File: src/rtl/reg_sequencer.sv
// Instruction sequencer for the 8-entry register file: decodes MOV/ALU/LDI/NOP/HALT
// bytes into registered one-hot strobes. Optional turnaround slot: REG_SEQ_BUS_GUARD_EN.
module reg_sequencer (
    input  logic       clk,
    input  logic       reset,
    input  logic [7:0] instr,
    input  logic       instr_valid,
    output logic       instr_ready,
    output logic [7:0] write_en,
    output logic [7:0] read_en,
    output logic [2:0] alu_op,
    output logic       alu_latch,
    output logic       imm_oe,
    output logic [7:0] imm_out,
    output logic       done,
    output logic       halted
);

    typedef enum logic [2:0] {
        S_IDLE,
        S_XFER,
        S_OPND,
        S_WB,
        S_LDI_WAIT,
        S_HALT
`ifdef REG_SEQ_BUS_GUARD_EN
        , S_GUARD
`endif
    } state_t;

    // K_ACC covers both ALU ops and MOV-to-accumulator (op forced to PASS)
    typedef enum logic [1:0] {
        K_NOP,
        K_MOV,
        K_ACC,
        K_LDI
    } kind_t;

    state_t     state_q, state_d;
    kind_t      kind_q, kind_d;
    logic [2:0] dst_q, dst_d;
    logic [2:0] src_q, src_d;
    logic [2:0] op_q, op_d;
    logic [7:0] imm_d;
    logic       accept;

    logic       ready_d;
    logic [7:0] write_en_d;
    logic [7:0] read_en_d;
    logic [2:0] alu_op_d;
    logic       alu_latch_d;
    logic       imm_oe_d;
    logic       done_d;
    logic       halted_d;

    function automatic logic [7:0] onehot(input logic [2:0] idx);
        logic [7:0] v;
        v = '0;
        for (int unsigned i = 0; i < 8; i++) begin
            if (idx == i[2:0]) v[i] = 1'b1;
        end
        return v;
    endfunction

    function automatic state_t retire_state();
`ifdef REG_SEQ_BUS_GUARD_EN
        return S_GUARD;
`else
        return S_IDLE;
`endif
    endfunction

    assign accept = instr_valid && instr_ready;

    always_comb begin
        state_d = state_q;
        kind_d  = kind_q;
        dst_d   = dst_q;
        src_d   = src_q;
        op_d    = op_q;
        imm_d   = imm_out;

        case (state_q)
            S_IDLE: begin
                if (accept) begin
                    case (instr[7:6])
                        2'b00: begin
                            dst_d = instr[5:3];
                            src_d = instr[2:0];
                            op_d  = '0;
                            if (instr[5:3] == 3'd7) begin
                                kind_d  = K_ACC;
                                state_d = S_OPND;
                            end else if (instr[5:3] == instr[2:0]) begin
                                kind_d  = K_NOP;
                                state_d = S_XFER;
                            end else begin
                                kind_d  = K_MOV;
                                state_d = S_XFER;
                            end
                        end
                        2'b01: begin
                            kind_d  = K_ACC;
                            op_d    = instr[5:3];
                            src_d   = instr[2:0];
                            state_d = S_OPND;
                        end
                        2'b10: begin
                            kind_d  = K_LDI;
                            dst_d   = instr[2:0];
                            op_d    = '0;
                            state_d = S_LDI_WAIT;
                        end
                        default: begin
                            if (instr[5:0] == 6'h3F) begin
                                state_d = S_HALT;
                            end else begin
                                kind_d  = K_NOP;
                                state_d = S_XFER;
                            end
                        end
                    endcase
                end
            end
            S_LDI_WAIT: begin
                if (accept) begin
                    imm_d   = instr;
                    state_d = S_XFER;
                end
            end
            // LDI into the accumulator must pass through the ALU, so it takes a WB cycle
            S_XFER: begin
                if (kind_q == K_LDI && dst_q == 3'd7) state_d = S_WB;
                else                                   state_d = retire_state();
            end
            S_OPND:  state_d = S_WB;
            S_WB:    state_d = retire_state();
            S_HALT:  state_d = S_HALT;
            default: state_d = S_IDLE;
        endcase
    end

    // Outputs are decoded from the next state so they appear registered in that state
    always_comb begin
        ready_d     = 1'b0;
        write_en_d  = '0;
        read_en_d   = '0;
        alu_op_d    = '0;
        alu_latch_d = 1'b0;
        imm_oe_d    = 1'b0;
        done_d      = 1'b0;
        halted_d    = 1'b0;

        case (state_d)
            S_IDLE, S_LDI_WAIT: ready_d = 1'b1;
            S_XFER: begin
                case (kind_d)
                    K_MOV: begin
                        read_en_d  = onehot(src_d);
                        write_en_d = onehot(dst_d);
                        done_d     = 1'b1;
                    end
                    K_LDI: begin
                        imm_oe_d = 1'b1;
                        if (dst_d == 3'd7) begin
                            alu_latch_d = 1'b1;
                        end else begin
                            write_en_d = onehot(dst_d);
                            done_d     = 1'b1;
                        end
                    end
                    default: done_d = 1'b1;
                endcase
            end
            S_OPND: begin
                read_en_d   = onehot(src_d);
                alu_latch_d = 1'b1;
                alu_op_d    = op_d;
            end
            S_WB: begin
                write_en_d = 8'h80;
                alu_op_d   = op_d;
                done_d     = 1'b1;
            end
            S_HALT:  halted_d = 1'b1;
            default: ;
        endcase
    end

    always_ff @(posedge clk or negedge reset) begin
        if (!reset) begin
            state_q     <= S_IDLE;
            kind_q      <= K_NOP;
            dst_q       <= '0;
            src_q       <= '0;
            op_q        <= '0;
            imm_out     <= '0;
            instr_ready <= 1'b0;
            write_en    <= '0;
            read_en     <= '0;
            alu_op      <= '0;
            alu_latch   <= 1'b0;
            imm_oe      <= 1'b0;
            done        <= 1'b0;
            halted      <= 1'b0;
        end else begin
            state_q     <= state_d;
            kind_q      <= kind_d;
            dst_q       <= dst_d;
            src_q       <= src_d;
            op_q        <= op_d;
            imm_out     <= imm_d;
            instr_ready <= ready_d;
            write_en    <= write_en_d;
            read_en     <= read_en_d;
            alu_op      <= alu_op_d;
            alu_latch   <= alu_latch_d;
            imm_oe      <= imm_oe_d;
            done        <= done_d;
            halted      <= halted_d;
        end
    end

endmodule
File: config.mk
export PLATFORM = sky130hd
export DESIGN_NAME = reg_sequencer
export DESIGN_NICKNAME = d
export VERILOG_FILES = /design/src/rtl/reg_sequencer.sv
export SDC_FILE = /design/constraint.sdc
export NUM_CORES = 1
export LEC_CHECK = 0
export ABC_AREA = 1
export BUFFER_PORTS_ARGS = -buffer_cell sky130_fd_sc_hd__buf_4
export CAP_MARGIN = 10
export CELL_PAD_IN_SITES_DETAIL_PLACEMENT = 1
export CELL_PAD_IN_SITES_GLOBAL_PLACEMENT = 1
export CORE_ASPECT_RATIO = 1.75
export CORE_MARGIN = 2
export CORE_UTILIZATION = 30
export DETAILED_ROUTE_END_ITERATION = 16
export GPL_TIMING_DRIVEN = 1
export HOLD_SLACK_MARGIN = 0.05
export PLACE_DENSITY = 0.61
export SLEW_MARGIN = 20
export SYNTH_ARGS = -nofsm -noshare
export SYNTH_HDL_FRONTEND = slang
export SYNTH_SLANG_ARGS = --single-unit
File: constraint.sdc
create_clock -name clk -period 1.8 [get_ports clk]
set_clock_uncertainty 0.05 [all_clocks]
set_input_delay 0.18 -clock clk [delete_from_list [all_inputs] [get_ports clk]]
set_output_delay 0.18 -clock clk [all_outputs]
set_load 0.01 [all_outputs]
==> results.cfg, run 1 <==
[floorplanning]
die-area_sq_mm = 0.00800
io_pins = 43
initial_core_util_pct = 30.6
std_cell_rows = 41
die_x_um = 68.5
die_y_um = 117
core_sq_mm = 0.00713

[layout]
nNetsFinal = 324
area_delta_synth_final_pct = 35.0
diodes = 0
fin_area_sq_mm = 0.00295
drive_above_1_share_pct = 38.1
utilization_pct = 41.3

[yosys]
ys_top_cells_by_count = nand2_1 (54), dfrtp_1 (46), nor2_1 (35)
ys_types = 23
synth_flop_cell = dfrtp_1
synth_edf_count = 0
synthCells = 238
seq_area_frac_synth_pct = 52.8
synthTopCellsByArea = dfrtp_1 (53%), nand2_1 (9.3%), nor2_1 (6.0%)
synth.ff_latch_count = 46
yosys.area.top_type_share_pct = 52.8
synth.most_common_cell = nand2_1
synth_area_sq_mm = 0.00218
synth_area_per_cell_sq_um = 9.17
yosysTopAreaCell = dfrtp_1
async_flop_share_pct = 100
syn_nets = 254
ys_warn_count = 0

[clock_network]
cts_buffers = 5
clock_path_buffers = 2
clock-sinks = 46
cts_htree_levels = 2
clk_pin_slew_ps = 60
clkLatencyLatePin_ps = 290
cts_tree = built
cts_root_buf = clkbuf_16

[timing]
fin_crit_sh_pct = 93.5
drv_slew = 0
worst_pin_slew_ps = 579
rsz0062_at_grt = true
fin_ws_ps = 117
slew_headroom_pct = 61.4
fin_crit_ps = 1680
hold_violations = 0
setup_viol = 0
max_freq_mhz = 594

[global_route]
antenna_found_initial = 0
overflow = 0
track_usage_pct = 15.2
grt_pass1_vias = 1842
grt_max_degree = 47
grt_pass1_wl_um = 8780

[setup_path]
crit_type = reg -> reg
reg2reg_setup_slack_ps = 120
worstSetupStartpointType = flip-flop
cp.arrival_ps = 1800
critPathCaptureType = flip-flop
r2r.worst_path.cells = 9
cp.required_ps = 1920
cp_max_fo = 8

[worst_hold_path]
holdPathStages = 2
hp-class = in -> reg

[placed_design]
dp_slack_ps = -2.05
hpwl_um = 4140
postPlaceCellArea_sq_mm = 0.00274
port_buffers = 42
place.gp.congestion = 0.747

[status]
status = completed

[run]
max_cap_viol_count = 0

[drt]
drt-wirelength-per-cell_um = 13.5
vias = 1762
drt_iter0_drc = 37
first_pass_iters = 4
ant_nets = 0
vias_per_cell = 4.48
drc = 0
wirelength_um = 5300

[pwr]
p_per_area_mw_per_mm2 = 691
power_mw = 2.04
vdd_drop_max_uv = 698
leakagePower_nw = 1.56
==> registers in the layout, summed over array words and instances (netlist names) <==
| name | count |
|---|---|
| imm_out | 8 |
| op_q | 3 |
| halted | 1 |
| kind_q | 2 |
| dst_q | 3 |
| imm_oe | 1 |
| instr_ready | 1 |
| alu_latch | 1 |
| read_en | 8 |
| state_q | 3 |
| src_q | 3 |
| write_en | 8 |
| done | 1 |
| alu_op | 3 |
==> worst max-delay path, cell delays in order, from the launching register on <==
cell and delay (ps):
dfrtp_1 410, nor2_4 130, nand2_2 90, nor2_8 190
buf_4 150, a21oi_4 80, nand3_4 110, nor2_4 60
nor2_4 220, nor2_1 70
==> where the power goes <==
part           internal, mW  total (mW)  switching [mW]  leakage [nW]
Clock                 0.536       0.893           0.357        0.0688
Sequential             1.03        1.03               0         0.580
Combinational        0.0401       0.109          0.0685         0.909
Total                  1.61        2.04           0.425          1.56
==> final cells by class <==
cell class | count | area (sq um)
Fill cell | 843 | 4180
Timing Repair Buffer | 64 | 483
Tap cell | 86 | 108
Clock buffer | 6 | 139
Inverter | 32 | 120
Multi-Input combinational cell | 159 | 946
Sequential cell | 46 | 1150
==> worst paths after layout <==
check,from,endpoint
hold / removal,instr[1],imm_out[1]$_DFFE_PN0P_
setup reg to reg,state_q[2]$_DFF_PN0_,read_en[0]$_DFF_PN0_
hold reg to reg,imm_out[7]$_DFFE_PN0P_,imm_out[7]$_DFFE_PN0P_
max in group asynchronous,reset,kind_q[1]$_DFF_PN0_
setup / recovery,state_q[2]$_DFF_PN0_,read_en[0]$_DFF_PN0_
min in group asynchronous,reset,read_en[4]$_DFF_PN0_
==> what timing repair did <==
| item | 4_1_cts | 5_1_grt |
|---|---|---|
| setup endpoints to repair | 1 | 12 |
| pin swaps | 0 | 5 |
| setup buffers | 0 | 2 |
| resized for setup | 1 | 9 |
| endpoints found under the hold margin | 46 | 0 |
| hold buffers | 1 | 0 |
==> cells in the final DEF, fill, tap and decap left out, types with 2 or more instances in the layout <==
master and count:
nand3_1 15, nand2_2 11, inv_1 26, nand2_1 51, nor2_4 5, nor2_1 32
o21ai_2 5, nand3b_1 2, nor2_2 8, dfrtp_1 46, inv_2 6, nand3_4 3
ha_1 5, o21ai_0 7, xnor2_1 3, mux2_2 5, buf_4 63, clkbuf_16 5
==> per-layer routing <==
metal	wire length, um	vias up	GRT usage, %
met5	0	-	0
met4	104	0	6.80
met3	144	5	3.25
met2	3030	18	26.9
met1	2030	869	16.9
li1	-	870	-
==> cells by family after synthesis <==
| logic type | after synthesis | synth area share [%] |
|---|---|---|
| buf+inv | 33 | 5.73 |
| simple gates | 131 | 29.9 |
| flops | 46 | 52.8 |
| compound gates | 15 | 4.99 |
| mux | 5 | 2.58 |
| fa+ha+maj | 5 | 2.87 |
| xor+xnor | 3 | 1.20 |
==> metrics by stage <==
| step | cells | setup TNS (ps) | hold slack [ps] |
|---|---|---|---|
| 2_1_floorplan | 238 | 0 | -166 |
| 3_3_place_gp | 384 | 0 | 171 |
| 3_5_place_dp | 384 | -2.05 | 174 |
| 4_1_cts | 391 | 0 | 137 |
| 5_1_grt | 393 | -6.17 | 140 |
| 6_report | 393 | 0 | 138 |
No activity file was read; power rests on OpenSTA's default activity.
==> run 2: changes to the inputs <==
--- a/config.mk
+++ b/config.mk
@@ -10,7 +10,7 @@
 export CAP_MARGIN = 10
 export CELL_PAD_IN_SITES_DETAIL_PLACEMENT = 1
 export CELL_PAD_IN_SITES_GLOBAL_PLACEMENT = 1
-export CORE_ASPECT_RATIO = 1.75
+export CORE_ASPECT_RATIO = 0.9
 export CORE_MARGIN = 2
 export CORE_UTILIZATION = 30
 export DETAILED_ROUTE_END_ITERATION = 16
==> run 2 against run 1 <==
Against the previous run: sequential power hardly changed; register-to-register slack got worse by 60 ps; highest routed layer unchanged; hold slack got worse by 3.0 ps; critical path type unchanged; largest power group unchanged.
==> results.cfg, run 2 (synthesis results as in run 1) <==
[floorplanning]
die_x_um = 93.9
io_pins = 43
die-area_sq_mm = 0.00797
core_sq_mm = 0.00704
initial_core_util_pct = 31.0
std_cell_rows = 29
die_y_um = 84.9

[setup_path]
r2r-end = read_en[7]$_DFF_PN0_
cp_max_fo = 8
reg2reg_setup_slack_ps = 60
worstSetupStartpointType = flip-flop
worstSetupStartpoint = state_q[0]$_DFF_PN0_
r2r.worst_path.cells = 8
r2r-start = state_q[0]$_DFF_PN0_
cp.required_ps = 1930
critPathCaptureType = flip-flop
cp.arrival_ps = 1870
crit_type = reg -> reg

[drt]
wirelength_um = 5130
drt_iter0_drc = 35
vias = 1752
vias_per_cell = 4.30
drt-wirelength-per-cell_um = 12.6
drc = 0
ant_nets = 0
first_pass_iters = 4

[clock_network]
cts_tree = built
cts_htree_levels = 2
clkLatencyLatePin_ps = 300
cts_buffers = 5
clk_pin_slew_ps = 80
cts_root_buf = clkbuf_8
clock-sinks = 46
clock_path_buffers = 2

[run]
max_cap_viol_count = 0

[global_route]
busiest_layer = met2
grt_pass1_wl_um = 8670
track_usage_pct = 13.9
grt_max_degree = 47
grt_pass1_vias = 1812
met2_usage_pct = 20.8
use_met3_pct = 2.58
antenna_found_initial = 0
overflow = 0
grt.met1_usage_pct = 20.3

[timing]
tns_ps = 0
drv_slew = 0
max_freq_mhz = 575
hold_violations = 0
fin_crit_ps = 1740
fin_crit_sh_pct = 96.7
setup_viol = 0
fin_ws_ps = 59.5
rsz0062_at_grt = true
worst_pin_slew_ps = 580
slew_headroom_pct = 61.3

[layout]
layout_common_cells = buf_4 (68), nand2_1 (50), dfrtp_1 (46)
reg_top3 = imm_out (8), read_en (8), write_en (8)
area_delta_synth_final_pct = 35.4
mostFrequentLayoutCell = buf_4
nNetsFinal = 330
fillers = 850
diodes = 0
drive_above_1_share_pct = 40.8
fin_cells = 407

[placed_design]
place_inst = 395
hpwl_um = 3890
port_buffers = 42
place.gp.congestion = 0.731
dp_slack_ps = -41.4

[pwr]
leakagePower_nw = 1.56
p_per_area_mw_per_mm2 = 591
vdd_drop_max_uv = 229

[worst_hold_path]
hp-start = instr[5]
hp-class = in -> reg
whs_endpoint = imm_out[5]$_DFFE_PN0P_
holdPathStages = 2

[status]
status = completed
[run 2: cell types whose count changed in the layout (fill, tap and decap cells not counted), moves of 2 or more]
cell	delta
nor2_2	+2
nand3_1	-2
nand3_2	+3
clkbuf_16	-5
clkbuf_8	+4
buf_4	+5
[run 2: what timing repair did]
item,in CTS,in global routing
buffers inserted,0,4
endpoints found under the setup margin,0,14
gates resized for setup,0,13
hold buffers,1,0
endpoints found under the hold margin,46,0
[run 2: worst max path at each step]
stage / endpoint / slack [ps] / cells after the start
after CTS: read_en[7]$_DFF_PN0_ / 50 / 8
after global routing: done$_DFF_PN0_ / -40 / 8
final: read_en[7]$_DFF_PN0_ / 60 / 8
after detailed placement: read_en[7]$_DFF_PN0_ / -40 / 11
after floorplan: read_en[0]$_DFF_PN0_ / 200 / 12
after global placement: write_en[7]$_DFF_PN0_ / -40 / 13
[run 2: critical path, stage by stage, from the launching register on]
cell and delay [ps]:
dfrtp_1 420, buf_4 160, nor2_1 180, nand3_2 150, nand4_4 160, buf_4 150, nor2_2 50, nor2_4 230
nor2_1 80
[run 2: power by group]
part	switching, mW	total (mW)	internal (mW)
Clock	0.337	0.604	0.267
Sequential	0	1.03	1.03
Combinational	0.0688	0.110	0.0413
[run 2: cell type report]
class,instances,area (sq um),area share [%]
clock buffers,6,72.6,2.46
clock inverters,1,7.51,0.254
flip-flops and latches,46,1150,39.0
multi-input cells,159,946,32.0
inverters,32,120,4.07
repair buffers,70,541,18.3
well taps,93,116,3.94
[run 2: metrics by stage]
step | cell area (sq um) | power (mW) | hold WS [ps] | util (%)
after floorplan | 2180 | 1.09 | -166 | -
after global placement | 2790 | 1.16 | 176 | 39.7
after detailed placement | 2790 | 1.16 | 180 | 39.7
after CTS | 2880 | 1.79 | 126 | 41.0
after global routing | 2950 | 1.83 | 142 | 42.0
final | 2950 | 1.75 | 135 | 42.0
[run 2: per-layer routing]
| metal | share of wire, % | up-vias |
|---|---|---|
| li1 | - | 881 |
| met1 | 50 | 847 |
| met2 | 46 | 21 |
| met3 | 2.6 | 3 |
| met4 | 0.78 | 0 |
| met5 | 0 | - |
